**config.mk**
```make
export PLATFORM = sky130hd
export DESIGN_NAME = echo_peak_detector
export DESIGN_NICKNAME = d
export VERILOG_FILES = /design/src/rtl/echo_peak_detector.sv
export SDC_FILE = /design/constraint.sdc
export NUM_CORES = 1
export LEC_CHECK = 0
export CORE_AREA = 3 3 114 116
export DETAILED_ROUTE_END_ITERATION = 8
export DIE_AREA = 0 0 117 119
export GPL_ROUTABILITY_DRIVEN = 1
export HOLD_SLACK_MARGIN = 0.03
export PLACE_DENSITY = 0.79
export SLEW_MARGIN = 20
export SYNTH_ARGS = -nofsm -noshare
export SYNTH_HDL_FRONTEND = slang
export SYNTH_SLANG_ARGS = --single-unit
```
**constraint.sdc**
```tcl
create_clock -name CLK -period 4.2 [get_ports CLK]
set_input_delay 0.63 -clock CLK [delete_from_list [all_inputs] [get_ports CLK]]
set_output_delay 0.63 -clock CLK [all_outputs]
set_load 0.005 [all_outputs]
```
**src/rtl/echo_peak_detector.sv**
```systemverilog
// Echo peak detector: after a start pulse, skips a ring-down blanking interval, then
// searches a fixed window of valid samples for the largest magnitude above a threshold.
module echo_peak_detector #(
  parameter int DATA_W     = 32,
  parameter int IDX_W      = 16,
  parameter int BLANK_LEN  = 64,
  parameter int WINDOW_LEN = 4096
) (
  input  logic              CLK,
  input  logic              reset,
  input  logic              start,
  input  logic [DATA_W-1:0] threshold,
  input  logic [DATA_W-1:0] in_data,
  input  logic              in_valid,
  output logic              busy,
  output logic              done,
  output logic              found,
  output logic [DATA_W-1:0] peak_mag,
  output logic [IDX_W-1:0]  peak_idx,
  output logic [1:0]        dbg_state
);

  // Input handshake: a sample is accepted on every rising edge where in_valid=1;
  // there is no backpressure, the block consumes at most one sample per cycle.

  typedef enum logic [1:0] {
    S_IDLE   = 2'd0,
    S_BLANK  = 2'd1,
    S_SEARCH = 2'd2,
    S_DONE   = 2'd3
  } state_t;

  localparam logic [DATA_W-1:0] MAX_POS    = {1'b0, {(DATA_W-1){1'b1}}};
  localparam logic [DATA_W-1:0] MOST_NEG   = {1'b1, {(DATA_W-1){1'b0}}};
  localparam logic [IDX_W-1:0]  BLANK_LAST = IDX_W'(BLANK_LEN - 1);
  localparam logic [IDX_W-1:0]  LAST_IDX   = IDX_W'(BLANK_LEN + WINDOW_LEN - 1);
  localparam state_t            FIRST_ST   = (BLANK_LEN == 0) ? S_SEARCH : S_BLANK;

  state_t              r_state;
  logic [IDX_W-1:0]    r_idx;
  logic [DATA_W-1:0]   r_thr;
  logic                r_busy;
  logic                r_done;
  logic                r_found;
  logic [DATA_W-1:0]   r_peak_mag;
  logic [IDX_W-1:0]    r_peak_idx;

  logic [DATA_W-1:0]   w_mag;
  logic                w_hit;

  // The most-negative code has no positive twin, so it saturates to the largest positive.
  always_comb begin
    w_mag = in_data;
    if (in_data == MOST_NEG) begin
      w_mag = MAX_POS;
    end else if (in_data[DATA_W-1]) begin
      w_mag = -in_data;
    end
  end

  // Strict compare on the running peak keeps the earliest of equal magnitudes.
  assign w_hit = (w_mag > r_thr) && (w_mag > r_peak_mag);

  always_ff @(posedge CLK or negedge reset) begin
    if (!reset) begin
      r_state    <= S_IDLE;
      r_idx      <= '0;
      r_thr      <= '0;
      r_busy     <= 1'b0;
      r_done     <= 1'b0;
      r_found    <= 1'b0;
      r_peak_mag <= '0;
      r_peak_idx <= '0;
    end else begin
      r_done <= 1'b0;
      if (start) begin
        // Restart from any state; a sample arriving with start is not counted.
        r_state    <= FIRST_ST;
        r_busy     <= 1'b1;
        r_idx      <= '0;
        r_thr      <= threshold;
        r_found    <= 1'b0;
        r_peak_mag <= '0;
        r_peak_idx <= '0;
      end else begin
        case (r_state)
          S_BLANK: begin
            if (in_valid) begin
              r_idx <= r_idx + 1'b1;
              if (r_idx == BLANK_LAST) begin
                r_state <= S_SEARCH;
              end
            end
          end
          S_SEARCH: begin
            if (in_valid) begin
              r_idx <= r_idx + 1'b1;
              if (w_hit) begin
                r_peak_mag <= w_mag;
                r_peak_idx <= r_idx;
                r_found    <= 1'b1;
              end
              if (r_idx == LAST_IDX) begin
                r_state <= S_DONE;
                r_busy  <= 1'b0;
                r_done  <= 1'b1;
              end
            end
          end
          S_DONE: begin
            r_state <= S_IDLE;
          end
          default: begin
            r_state <= S_IDLE;
          end
        endcase
      end
    end
  end

  assign busy      = r_busy;
  assign done      = r_done;
  assign found     = r_found;
  assign peak_mag  = r_peak_mag;
  assign peak_idx  = r_peak_idx;
  assign dbg_state = r_state;

endmodule

```
==> results of run 1 <==
-- cells in the mapped netlist, types with 4 or more instances --
library cell / number
dfrtp_1: 101
nand2_1: 76
a21oi_1: 72
inv_1: 69
o21ai_0: 69
ha_1: 68
nand3_1: 38
nor2_1: 33
xor2_1: 31
clkbuf_1: 30
a311oi_1: 23
nand4_1: 21
a21o_1: 9
o31ai_1: 8
nor4_1: 7
xnor2_1: 7
and3_1: 6
buf_2: 6
mux2i_1: 5
nor2b_1: 5
nor3_1: 5
o41ai_1: 4
or3_1: 4
or4_4: 4
-- per-layer routing --
layer / vias to the layer above / wire (um) / global-route usage
met1: 3455 / 9826 / 0.4380
met4: 0 / 930 / 0.1247
met3: 83 / 1854 / 0.05996
li1: 3195 / - / -
met5: - / 0 / 0
met2: 366 / 11920 / 0.5516
-- critical path, delay by kind of cell --
kind | cells | cell delay [ns]
simple gates | 7 | 2.36
compound gates | 4 | 0.77
fa+ha+maj | 1 | 0.15
buf+inv | 6 | 1.02
-- power by group through the flow --
stage / combinational [W] / clock [W] / sequential, W
floorplan: 0.000403 / 0 / 0.00107
global placement: 0.000697 / 0 / 0.00107
detailed placement: 0.000729 / 0 / 0.00107
CTS: 0.000802 / 0.000932 / 0.00106
global route: 0.000947 / 0.000977 / 0.00107
finish: 0.000871 / 0.000937 / 0.00106
-- area by class of cell --
| cell class | count | area (sq um) |
|---|---|---|
| multi-input cells | 542 | 4439 |
| repair buffers | 273 | 2601 |
| flip-flops and latches | 101 | 2527 |
| fillers | 642 | 1663 |
| inverters | 69 | 274.0 |
| clock buffers | 9 | 225.2 |
| well taps | 147 | 183.9 |
| clock inverters | 7 | 97.59 |
-- path summary, 6_finish.rpt --
| check | slack (ns) | cells past startpoint | to | start |
|---|---|---|---|---|
| worst max-delay path | -0.45 | 18 | peak_idx[0] | in_data[4] |
| worst min-delay path | 0.41 | 1 | r_thr[18] | reset |
| worst max register to register | 1.44 | 11 | peak_mag[17] | peak_mag[5] |
| worst min register to register | 0.50 | 2 | busy | busy |
| max in group asynchronous | 2.87 | 2 | peak_mag[8] | reset |
| min in group CLK | 0.50 | 2 | busy | busy |
-- what timing repair did --
| item | CTS | global route |
|---|---|---|
| pin swaps | 33 | 54 |
| resized for setup | 134 | 54 |
| setup buffers | 27 | 11 |
| endpoints found under the setup margin | 49 | 49 |
| gates cloned | 4 | 6 |
-- logic make-up after synthesis --
kind of cell | Yosys count
flops | 101
fa+ha+maj | 68
buf+inv | 110
mux | 7
xor+xnor | 38
compound gates | 211
simple gates | 216
-- registers in the layout, summed over array words and instances, names as in the netlist --
register	count
peak_mag	32
r_thr	32
peak_idx	16
r_idx	16
dbg_state	2
busy	1
done	1
found	1
-- layout by cell type (no fill, tap or decap), types with 12 or more instances in the layout --
| cell type | synthesis | routed |
|---|---|---|
| a21oi_1 | 72 | 42 |
| clkbuf_16 | 0 | 15 |
| clkdlybuf4s50_1 | 0 | 106 |
| xor2_1 | 31 | 31 |
| nand3_2 | 0 | 12 |
| buf_6 | 1 | 12 |
| buf_4 | 1 | 131 |
| o21ai_0 | 69 | 56 |
| nand4_1 | 21 | 21 |
| a21oi_2 | 0 | 19 |
| dfrtp_1 | 101 | 101 |
| inv_1 | 69 | 67 |
| a311oi_2 | 0 | 19 |
| ha_1 | 68 | 57 |
| nor2_1 | 33 | 30 |
| nand2_1 | 76 | 69 |
| nand3_1 | 38 | 26 |
-- stage by stage --
stage | cells | TNS [ns] | utilization
after detailed placement | 1087 | -56.36 | 0.7386
after floorplan | 751 | -9.542 | -
after global routing | 1148 | -26.75 | 0.8616
after CTS | 1133 | -13.96 | 0.8267
after global placement | 1087 | -53.63 | 0.7386
final | 1148 | -19.49 | 0.8616
==> results.toml, run 1 <==
[pwr]
pwr-share-comb = 0.304
switching_share = 0.3311
p_switching_w = 0.0009495
power.density_mw_per_mm2 = 277.1
ir_drop_uv = 209.3
power_frac_seq = 0.370
p_int_w = 0.001919
p_leak_nw = 4.450
p_clk_frac = 0.327
finalPower_w = 0.002868

[placed_design]
dpl-instance-area_sq_mm = 0.008872
numPortBuffers = 120
pre_cts_ws_ns = -1.216
place_congestion = 0.8646
dp_hpwl_um = 15360

[cts]
ctsHoldBuffers = 0
cts_buffer_depth = 2
clkTransAtPathRegs_ns = 0.08
numCtsBuffers = 9
cts_sinks = 101
cts_tree = "built"
cts-htree-levels = 3
clk_latency_ns = 0.37
root_buffer = "clkbuf_16"

[timing]
finalSetupViolations = 49
maxSlewViolCount = 0
period_needed_ns = 4.646
layout_setup_ws_ns = -0.4465
fin_skew_ns = 0.009839
period_share = 1.106
rsz0062_at_grt = "yes"
slew_headroom = 0.3174
max_freq_ghz = 0.2152
worstMarginPinSlew_ns = 1.024
holdWs_ns = 0.4119
hold_viol = 0

[setup_path]
critPathSlowestCell = "or4_4"
cpPeakStageDelay_ns = 0.62
path_class = "primary input to flop"
required_ns = 4.48
endpoint_kind = "flop"
start_kind = "primary input"
crit_path_frequent_cell = "buf_4"
crit_fanout = 8
cp.arrival_ns = 4.93
worstPathCellList = "clkdlybuf4s15_1 > or4b_4 > or4_4 > buf_6 > or4_1 > nand3_1 > o21a_2 > buf_4 > ha_1 > nand4_1 > nor4_2 > buf_4 > o41a_1 > buf_4 > o21ba_2 > clkbuf_16 > nand3_1 > a21oi_1"

[synth]
ys_seq_area_frac = 0.3817
synth_top_family_by_area = "compound AO/OA/AOI/OAI gates"
yosys.area_share.simple = 0.1636
synth_compound_area_frac = 0.1995
syn_nets = 887
synthMuxAreaShare = 0.01096
synth_xor_area_frac = 0.05026
synth_cells = 751
yosysTopAreaCell = "dfrtp_1"
ys_types = 58
synth_top_area_frac = 0.3817
yosys_warnings = 0
ys_seq_elements = 101
synth_edf_count = 0
avgSynthCellArea_sq_um = 8.817
yosys.area_share.adder = 0.1285
yosys-top-cells-area = "dfrtp_1, ha_1, a21oi_1"
synth_flop_cell = "dfrtp_1"
synthesis.area_sq_mm = 0.006621
async_flop_share = 1.000

[die]
core.rowCount = 40
die_y_um = 119
dieWidth_um = 117
core_area_sq_mm = 0.01201
die_area_sq_mm = 0.01392
io_pins = 121
initial_utilization = 0.5512

[layout]
syn2layout_area_growth_pct = 56.29
antenna_cells = 0
final_layout_size_suffix_gt1_frac = 0.3027
fin_area_sq_mm = 0.01035
fin_nets = 1132

[routing]
dr.pass1.iters = 5
vias = 7099
drcViolationCount = 0
post_drt_wl_per_cell_um = 21.37
drtIter0Drc = 646
detail-route-antenna-nets = 0
viasPerCell = 6.184
wirelength_um = 24530

[job]
maxCapViolations = 0

[min_path]
worstHoldPathType = "primary input to asynchronous set/reset pin"

[global_route]
grt_pass1_wl_um = 37020
overflow = 0
grt.total_usage = 0.3355
grt_pass1_vias = 7171
grt_max_degree = 88
antenna_found_initial = 0

[run_status]
status = "finished, violations left"
failed_checks = "setup timing"
No activity file was read; power rests on OpenSTA's default activity.
==> inputs of run 2 (changes only) <==
--- a/config.mk
+++ b/config.mk
@@ -11,7 +11,6 @@
 export GPL_ROUTABILITY_DRIVEN = 1
 export HOLD_SLACK_MARGIN = 0.03
 export PLACE_DENSITY = 0.79
-export SLEW_MARGIN = 20
 export SYNTH_ARGS = -nofsm -noshare
 export SYNTH_HDL_FRONTEND = slang
 export SYNTH_SLANG_ARGS = --single-unit
==> results of run 2 <==
The final DEF is identical to that of run 1; final timing and power are the same.
